`src/rtl/control_desplazamiento.sv`:
```
// Sequencer for an N-bit universal shift register: one command per start pulse,
// an optional parallel-load cycle followed by cmd_len shift/rotate steps.
module control_desplazamiento #(
    parameter int N     = 8,
    parameter int CNT_W = 4
) (
    input  logic             clk,
    input  logic             reset_L,
    input  logic             start,
    input  logic             cmd_load,
    input  logic             cmd_dir,
    input  logic             cmd_rot,
    input  logic [CNT_W-1:0] cmd_len,
    input  logic             pause,
    input  logic             abort,
    output logic [1:0]       modo,
    output logic             dir,
    output logic             clkenb,
    output logic             busy,
    output logic             done,
    output logic [CNT_W-1:0] remaining,
    output logic [1:0]       state_dbg
);

    if (N < 1) begin : g_n_check
        $error("control_desplazamiento: N must be at least 1");
    end

    typedef enum logic [1:0] {
        S_IDLE  = 2'b00,
        S_LOAD  = 2'b01,
        S_SHIFT = 2'b10,
        S_DONE  = 2'b11
    } state_t;

    state_t           state_q, state_d;
    logic             rot_q, rot_d;
    logic             dir_d;
    logic [CNT_W-1:0] rem_d;
    logic             paused_d;
    logic [1:0]       modo_d;
    logic             clkenb_d, busy_d, done_d;

    assign state_dbg = state_q;

    // Next-state: abort beats pause; a paused SHIFT cycle keeps state and count.
    always_comb begin
        state_d  = state_q;
        rot_d    = rot_q;
        dir_d    = dir;
        rem_d    = remaining;
        paused_d = 1'b0;
        case (state_q)
            S_IDLE: begin
                if (start) begin
                    dir_d = cmd_dir;
                    rot_d = cmd_rot;
                    rem_d = cmd_len;
                    if (cmd_load)            state_d = S_LOAD;
                    else if (cmd_len != '0)  state_d = S_SHIFT;
                    else                     state_d = S_DONE;
                end
            end
            S_LOAD: begin
                if (abort)                   state_d = S_IDLE;
                else if (remaining != '0)    state_d = S_SHIFT;
                else                         state_d = S_DONE;
            end
            S_SHIFT: begin
                if (abort) begin
                    state_d = S_IDLE;
                end else if (pause) begin
                    paused_d = 1'b1;
                end else begin
                    rem_d = remaining - 1'b1;
                    if (remaining == CNT_W'(1)) state_d = S_DONE;
                end
            end
            default: state_d = S_IDLE;
        endcase
    end

    // Outputs are decoded from the next state so they can be registered (Moore).
    always_comb begin
        modo_d   = 2'b00;
        clkenb_d = 1'b0;
        busy_d   = 1'b0;
        done_d   = 1'b0;
        case (state_d)
            S_LOAD: begin
                modo_d   = 2'b01;
                clkenb_d = 1'b1;
                busy_d   = 1'b1;
            end
            S_SHIFT: begin
                busy_d = 1'b1;
                if (!paused_d) begin
                    modo_d   = {1'b1, rot_d};
                    clkenb_d = 1'b1;
                end
            end
            S_DONE:  done_d = 1'b1;
            default: ;
        endcase
    end

    always_ff @(posedge clk) begin
        if (!reset_L) begin
            state_q   <= S_IDLE;
            rot_q     <= 1'b0;
            dir       <= 1'b0;
            remaining <= '0;
            modo      <= 2'b00;
            clkenb    <= 1'b0;
            busy      <= 1'b0;
            done      <= 1'b0;
        end else begin
            state_q   <= state_d;
            rot_q     <= rot_d;
            dir       <= dir_d;
            remaining <= rem_d;
            modo      <= modo_d;
            clkenb    <= clkenb_d;
            busy      <= busy_d;
            done      <= done_d;
        end
    end

endmodule
```
`config.mk`:
```
export PLATFORM = sky130hd
export DESIGN_NAME = control_desplazamiento
export DESIGN_NICKNAME = d
export VERILOG_FILES = /design/src/rtl/control_desplazamiento.sv
export SDC_FILE = /design/constraint.sdc
export NUM_CORES = 1
export LEC_CHECK = 0
export ABC_CLOCK_PERIOD_IN_PS = 2000
export BUFFER_PORTS_ARGS = -buffer_cell sky130_fd_sc_hd__buf_2
export CORE_ASPECT_RATIO = 1.75
export CORE_MARGIN = 4
export CORE_UTILIZATION = 25
export DETAILED_ROUTE_END_ITERATION = 16
export SYNTH_ARGS = -nofsm -noshare
export SYNTH_HDL_FRONTEND = slang
export SYNTH_SLANG_ARGS = --single-unit
```
`constraint.sdc`:
```
create_clock -name clk -period 2 [get_ports clk]
set_input_delay 0.2 -clock clk [delete_from_list [all_inputs] [get_ports clk]]
set_output_delay 0.2 -clock clk [all_outputs]
set_load 0.05 [all_outputs]
```
==> flow_summary.json <==
{
  "yosys.area_share.simple": 0.2509,
  "critPathCaptureType": "flop",
  "drtIter0Drc": 22,
  "synthTopCellsByArea": "dfxtp_1 (37%), a21boi_0 (5.3%), ha_1 (5.3%)",
  "wl_um": 1671,
  "regArea_um2": 260.3,
  "grt_pass1_wl_um": 2628,
  "hpwl_um": 1322,
  "setup_viol": 0,
  "clkTransAtPathRegs_ps": 60,
  "cp_max_fo": 12,
  "yosys_register_bits": 13,
  "rrSetupSlack_ps": 390,
  "synth_top_family_by_area": "simple AND/OR/NAND/NOR gates",
  "mostFrequentLayoutCell": "buf_2",
  "drive_gt1_frac": 0.2952,
  "synth-xor-area-share": 0.01246,
  "synth_edf_count": 0,
  "synthAdderAreaFrac": 0.05338,
  "worstPathArrival_ps": 1770,
  "r2r_start": "state_dbg[0]",
  "slowest_delay_ps": 510,
  "postCtsSetupBuffers": 0,
  "cp-start-kind": "flop",
  "ys_types": 35,
  "synth_area_per_cell_um2": 8.790,
  "io_buffers": 23,
  "rsz0062_at_grt": "no",
  "worstRegToRegCells": 4,
  "async_flop_share": 0,
  "clock_skew_ps": 7.291,
  "drcViolationCount": 0,
  "fp.dieH_um": 78.16,
  "synth_mux_area_frac": 0.03025,
  "ir_drop_mv": 0.2978,
  "slowest_stage": "or3b_1",
  "ys_seq_area_frac": 0.3701,
  "firstDrtPassIters": 4,
  "hold_viol": 0,
  "area_delta_synth_final_pct": 26.16,
  "synthCells": 80,
  "rows": 25,
  "grt-ovfl-total": 0,
  "grt_pass1_vias": 627,
  "nets": 121,
  "h-tree-depth": 1,
  "cap_violations": 0,
  "synth_top_cell_by_area": "dfxtp_1",
  "initial_core_util": 0.2614,
  "syn-num-nets": 95,
  "powerDensity_mw_per_mm2": 848.2,
  "wl_per_cell_um": 12.66,
  "hold_depth": 3,
  "die_width_um": 48.09,
  "fin_tns_setup_ps": 0,
  "clock.fmax_mhz": 621.0,
  "antenna_found_initial": 0,
  "worstHoldStart": "cmd_dir",
  "core-area_mm2": 0.002690,
  "io_pins": 24,
  "grt_max_degree": 13,
  "crit_type": "flop to flop",
  "fin_cells": 132,
  "vias_per_cell": 5.197,
  "clkLatencyLatePin_ps": 240,
  "multiInputGateArea_um2": 410.4,
  "slew_viol_final": 0,
  "cts_num_sinks": 13,
  "hold_buffers": 0,
  "ant_nets": 0,
  "track_usage": 0.09567,
  "cts_inserted_buffers": 3,
  "syn_area_um2": 703.2,
  "die_area_mm2": 0.003759,
  "synth_compound_area_frac": 0.2367,
  "holdWs_ps": 244.8,
  "clock-root-buffer": "clkbuf_8",
  "crit_required_ps": 2160,
  "vias": 686,
  "yosysWarnings": 0,
  "p_leak_nw": 0.4116,
  "synth_top_area_frac": 0.3701,
  "n_fill_cell": 280,
  "placed_cells": 128,
  "timing.slew.headroom": 0.5931,
  "layout_common_cells": "buf_2 (23), dfxtp_1 (13), nand2_1 (7), a21boi_0 (5), nor2_1 (5)",
  "status": "complete, no violations",
  "crit_path_cell_trace": "or3b_1 > o21bai_4 > a21bo_1 > o22ai_1",
  "ys.flop_type": "dfxtp_1",
  "min_period_ps": 1610,
  "cts_tree": "built",
  "ctsResizeCount": 0,
  "hold_path.class": "primary input to flop",
  "diodes": 0,
  "worst_slew_pin_slew_ps": 604.8,
  "cts_buffer_depth": 2,
  "place_congestion": 0.8005,
  "period_share": 0.8051,
  "crit_start": "state_dbg[0]"
}
critical path, delay by kind of cell (launching register included):
family / cells / cell delay, ps
compound gates: 3 / 600
flops: 1 / 420
simple gates: 1 / 510
cells in the mapped netlist (all sizes together) (2+ instances only):
cell,instances
and3,2
nor2,5
inv,4
ha,3
a21oi,4
a21boi,5
nor3,2
nand3,2
o21ai,4
nand2,7
or3b,2
nand3b,2
o22ai,4
dfxtp,13
buf,3
nor2b,3
worst paths after layout:
check | to
worst min-delay path | dir
worst max register to register | modo[0]
worst min register to register | dir
worst max-delay path | modo[0]
metal layers:
layer	part of all wire	vias to the layer above	wire, um	track usage
met1	0.41	322	689	0.1245
met2	0.48	27	804	0.1419
met3	0.084	4	140	0.01376
li1	-	333	-	-
met5	0	-	0	0
met4	0.022	0	37	0.05660
power breakdown:
part | switching (mW) | total [mW] | internal (mW)
sequential | 0.0197 | 0.302 | 0.282
clock | 0.0921 | 0.232 | 0.140
combinational | 0.144 | 0.218 | 0.0748
total | 0.255 | 0.752 | 0.497
per-stage QoR:
step	total power [mW]	utilization	cell area, um^2	setup WS (ps)
3_5_place_dp	0.5268	0.3130	842.1	405.1
3_3_place_gp	0.5235	0.3130	842.1	450.6
5_1_grt	0.7982	0.3298	887.1	266.9
4_1_cts	0.7659	0.3298	887.1	388.4
6_report	0.7525	0.3298	887.1	389.8
2_1_floorplan	0.4707	-	703.2	210.7
kinds of logic after synthesis:
group                      Yosys count
adders and majority gates            3
xor gates and xnor gates             1
muxes                                2
DFF                                 13
buffers and inverters                7
and+or+nand+nor                     31
AOI/OAI and AO/OA                   23
flip-flops by register name (all words and copies together) (netlist names):
signal / flops
done: 1
clkenb: 1
dir: 1
remaining: 4
busy: 1
state_dbg: 2
rot_q: 1
modo: 2
layout make-up:
| cell class | instances | share of cell area |
|---|---|---|
| multi-input cells | 60 | 0.4626 |
| flip-flops and latches | 13 | 0.2934 |
| repair buffers | 24 | 0.1382 |
| clock buffers | 4 | 0.05078 |
| well taps | 27 | 0.03808 |
| inverters | 4 | 0.01693 |
Note: power is estimated with default switching activity, not from simulation.
